--- config.mk ---
export PLATFORM = sky130hd
export DESIGN_NAME = regfile_multiport
export DESIGN_NICKNAME = d
export VERILOG_FILES = /design/src/rtl/regfile_multiport.sv
export SDC_FILE = /design/constraint.sdc
export NUM_CORES = 2
export LEC_CHECK = 0
export BUFFER_PORTS_ARGS = -buffer_cell sky130_fd_sc_hd__buf_2
export CORE_UTILIZATION = 55
export CTS_BUF_LIST = sky130_fd_sc_hd__clkbuf_8
export CTS_CLUSTER_SIZE = 12
export DETAILED_ROUTE_END_ITERATION = 7
export GPL_ROUTABILITY_DRIVEN = 0
export PLACE_DENSITY = 0.78
export SLEW_MARGIN = 30
export SYNTH_ARGS = -nofsm -noshare
export SYNTH_HDL_FRONTEND = slang
export SYNTH_SLANG_ARGS = --single-unit
--- constraint.sdc ---
create_clock -name clock -period 5.84 [get_ports clock]
set_input_delay 0 -clock clock [delete_from_list [all_inputs] [get_ports clock]]
set_output_delay 0 -clock clock [all_outputs]
set_load 0.05 [all_outputs]
--- src/rtl/regfile_multiport.sv ---
// Two-read / two-write register file. A clear sweep runs after reset, and
// `define REGFILE_BYPASS_EN adds write-to-read forwarding.
module regfile_multiport #(
  parameter int WIDTH    = 32,
  parameter int DEPTH    = 32,
  parameter int ADDR_W   = $clog2(DEPTH),
  parameter int ZERO_REG = 1
) (
  input  logic              clock,
  input  logic              reset,
  input  logic [ADDR_W-1:0] Read1,
  input  logic [ADDR_W-1:0] Read2,
  output logic [WIDTH-1:0]  Data1,
  output logic [WIDTH-1:0]  Data2,
  input  logic [ADDR_W-1:0] RD,
  input  logic [WIDTH-1:0]  WriteData,
  input  logic              RegWrite,
  input  logic [ADDR_W-1:0] RD2,
  input  logic [WIDTH-1:0]  WriteData2,
  input  logic              RegWrite2,
  output logic              ready
);

  localparam logic [0:0] S_CLEAR = 1'b0;
  localparam logic [0:0] S_RUN   = 1'b1;
  localparam logic [ADDR_W-1:0] LAST = ADDR_W'(DEPTH - 1);
  localparam logic ZR = (ZERO_REG != 0);

  logic [0:0]        state;
  logic [ADDR_W-1:0] clr_ptr;
  logic [WIDTH-1:0]  rf [DEPTH];
  logic              run;
  logic              we_a;
  logic              we_b;

  assign run   = (state == S_RUN) && !reset;
  assign we_a  = run && RegWrite && !(ZR && RD == '0);
  assign we_b  = run && RegWrite2 && !(ZR && RD2 == '0);
  assign ready = (state == S_RUN);

  // Sweep control: restart at address 0 on reset, enter RUN after the last clear
  always_ff @(posedge clock) begin
    if (reset) begin
      state   <= S_CLEAR;
      clr_ptr <= '0;
    end else if (state == S_CLEAR) begin
      clr_ptr <= clr_ptr + 1'b1;
      if (clr_ptr == LAST) state <= S_RUN;
    end
  end

  // Storage: clear sweep in CLEAR, port B applied last so it wins a collision
  always_ff @(posedge clock) begin
    if (!reset) begin
      if (state == S_CLEAR) begin
        rf[clr_ptr] <= '0;
      end else begin
        if (we_a) rf[RD] <= WriteData;
        if (we_b) rf[RD2] <= WriteData2;
      end
    end
  end

  // Read port 1: stored value, optional forwarding, forced 0 when not running
  always_comb begin
    Data1 = rf[Read1];
`ifdef REGFILE_BYPASS_EN
    if (we_a && RD == Read1) Data1 = WriteData;
    if (we_b && RD2 == Read1) Data1 = WriteData2;
`endif
    if (!run || (ZR && Read1 == '0)) Data1 = '0;
  end

  // Read port 2: same structure as port 1
  always_comb begin
    Data2 = rf[Read2];
`ifdef REGFILE_BYPASS_EN
    if (we_a && RD == Read2) Data2 = WriteData;
    if (we_b && RD2 == Read2) Data2 = WriteData2;
`endif
    if (!run || (ZR && Read2 == '0)) Data2 = '0;
  end

endmodule
==> impl_results.md <==
- Outcome: complete, no violations
- Top library cells by usage in the layout, fill and taps aside: 1024 x sky130_fd_sc_hd__edfxtp_1, 770 x sky130_fd_sc_hd__mux2i_1, 743 x sky130_fd_sc_hd__nand2_1, 645 x sky130_fd_sc_hd__o21ai_0
- Die Height: 333 um
- GRT Util Overall: 0.376
- Peak supply drop: 0.196 mV
- Number of enable flip-flop cells after synthesis: a little over 1k
- Ratio of cells with drive above 1 in the final layout: 0.214
- Buffering stage count on the worst path with inverters included: 2
- Number of violations of the max-capacitance limit: 0
- CTS tree: yes
- Avg Cell Area, Syn: 11.7 um2
- Number of I/O port buffers: 152
- Hold Fails Final Rpt: 0
- Sequential-to-total area share from yosys stat: 0.511
- Number of buffers added by the clock tree synthesis step: 172
- Horizontal die dimension: 333 um
- Largest stage delay, worst path: 0.98 ns
- Summed area of non-filler cells in the final layout: 66100 um2
- Detailed-route DRC error count: 0
- Placed Cells incl. Taps: around 6.3k
- Final Slew Violations: 0
- Mean routed wirelength per cell: 32.1 um
- Synthesized instance count: ~5.2k
- Initial core utilization: 0.555
- Critical register-to-register path endpoint: rf[29][0]
- Number of nets in the finished design: 5204
- Number of vias per cell after detailed routing: 7.12
- Critical Path Start Type: register
- Overall overflow remaining after global route: 0
- Critical Setup Path Class: reg2reg
- Kind of cell adding the most delay to the critical path: compound AO/OA/AOI/OAI gates
- Launch instance of the worst register-to-register path: ready
- Clock period minus worst slack: roughly 4.4 ns
- Share of the clock period used by the worst path: 0.752
- Number of clock sinks: 1030
- Required time of the worst setup path: 6.35 ns
- Slew of the pin with the lowest slew margin: 1.10 ns
- Fin Setup TNS: 0 ns
- Setup violations, final: 0
- Critical Path End: rf[29][0]
- Top cells by area, synth: sky130_fd_sc_hd__edfxtp_1 51%, sky130_fd_sc_hd__mux2i_1 13%, sky130_fd_sc_hd__mux2_2 7.2%
- Pin count of the biggest net entering global routing: 132
- Post-Layout Cell Count: 6672
- Asr flop ratio synth: 0
- Library cell with the largest summed area after synthesis: sky130_fd_sc_hd__edfxtp_1
- Total of warnings raised by yosys: 0
- Signed area change from the synthesized netlist to the final layout: 9.35%
- Worst hold slack: 0.0278 ns
- H-tree Lvls: 4
- Initial DRC count: 7689
- Max stage delay cell, worst path: sky130_fd_sc_hd__o21bai_4
- Post-synth top area share: 0.509
- Wire length of the first global-routing pass: 303 mm
- Launch point of the worst path: ready
- Placeable Area: 109000 um2
- Clock Tree Root: sky130_fd_sc_hd__clkbuf_8
- Path length in cells of the critical path: 6
- Achievable clock frequency: 0.228 GHz
- Power per unit of standard cell area: 230 nW/um2
- Number of placement rows: about 120
- R2r setup slk: 1.45 ns
- Critical path arrival: 4.90 ns
- Most frequent CP cell: sky130_fd_sc_hd__buf_4
- Via count of the first global-routing pass: 46.4k
- FF-to-FF path depth: 6
- Final clock skew: 0.0524 ns
- Cell area after synthesis: 60400 um2
- Number of ports placed on the die boundary: 153
- Number of buffers added to fix hold violations after cts: 85
- Largest fanout on the critical path: 17
- Synthesized flop and latch total: 1030
- Dpl cell area: 62100 um2
- Type of element capturing the critical path: register
- Leakage dissipation: 23.4 nW
- Slew margin rel.: 0.264
- CTS max path bufs: 3
- Commonest non-fill, non-tap cell in the layout: sky130_fd_sc_hd__edfxtp_1
- Worst min path class: in2reg
- Critical path, cell by cell: nand3b_1, a21oi_4, buf_4, o211ai_1, o21bai_4, buf_4
- Clock-pin transition on the worst setup and hold timing paths: 0.06 ns
- Number of antenna violations at the first check in global routing: 15
- Netlist cell types: 52
- Worst slack after detailed placement: 1.66 ns
- Count of buffers added by post-CTS timing repair for setup: 0
- Die area: about 110000 um2
- 1st-pass router iterations: 6
- RSZ-0062 raised after global routing: false
- Half-perimeter wire length after detailed placement: 120 mm
- Sum of routed wire length over all layers: 214 mm
- Post-synth net total: 5276
- Number of cells upsized or downsized after cts: 0
- Post-layout worst setup margin: approximately 1.4 ns
- Leading register cell type out of synthesis: sky130_fd_sc_hd__edfxtp_1
- Total via count after detailed routing: 47.5k
- Insertion delay to the later sink of the worst-skew pair: around 0.91 ns
- Post-route ant nets: 0
## worst min-delay path by stage
stage,cells after the start,to,slack (ns),from
after floorplan,1,rf[1][0],0.22,WriteData2[0]
after global placement,2,clr_ptr[1],0.34,reset
after detailed placement,2,clr_ptr[1],0.36,reset
after CTS,3,rf[28][9],0.006,RD2[1]
after global routing,3,rf[10][24],0.05,RD[0]
final,3,rf[10][24],0.03,RD[0]
## power by group
part	internal (mW)	switching, mW	total, mW
logic	0.422	0.741	1.16
clock network	2.87	3.09	5.97
registers	8.06	0.0248	8.09
total	11.4	3.86	15.2
## worst register-to-register path: cells and delay by family, from the launching register on
family | cells | cell delay [ns]
AO/OA/AOI/OAI | 3 | 1.92
buffers and inverters | 2 | 0.95
flip-flops | 1 | 0.73
AND/OR/NAND/NOR | 1 | 0.43
## cells in the mapped netlist, drive strengths merged, types with 8 or more instances
cell	count
a22oi	384
buf	250
clkbuf	363
edfxtp	1024
inv	39
mux2	416
mux2i	770
mux4	128
nand2	751
nand2b	8
nand3	195
nand4	64
nor2	21
nor2b	13
nor3	23
o21ai	657
o21bai	15
## flip-flops by register name, indices dropped and copies added (netlist names)
signal / cells
ready: 1
clr_ptr: 5
rf: 1024
## cells by family (layout without fill, tap and decap cells)
kind of cell,Yosys count,in the layout,share of synthesized area
AO/OA/AOI/OAI,1081,1081,0.107
other,0,14,0
AND/OR/NAND/NOR,1105,1105,0.0794
flip-flops,1030,1030,0.511
multiplexers,1314,1314,0.255
XOR/XNOR,2,2,0.000290
adder cells (fa/ha/maj),2,2,0.000414
buffers and inverters,652,710,0.0471
## through the flow
step | util | power [mW]
floorplan | - | 8.95
global placement | 0.569 | 9.29
detailed placement | 0.570 | 9.32
CTS | 0.606 | 15.1
global route | 0.607 | 15.5
finish | 0.607 | 15.2
## layer usage
metal,share of wire,vias up,GRT usage
li1,-,19500,-
met5,0.00019,-,0.00217
met3,0.15,943,0.120
met2,0.43,4147,0.561
met1,0.34,22900,0.464
met4,0.076,6,0.262
## layout make-up
type                    instances  area [um2]
well taps                    1414        1770
diodes                         14        35.0
flip-flops and latches       1030       30900
fillers                      8234       42800
clock inverters               129         628
clock buffers                 175        2410
multi-input cells            3504       27400
repair buffers                367        2850
inverters                      39         146
Note: power is estimated with default switching activity, not from simulation.
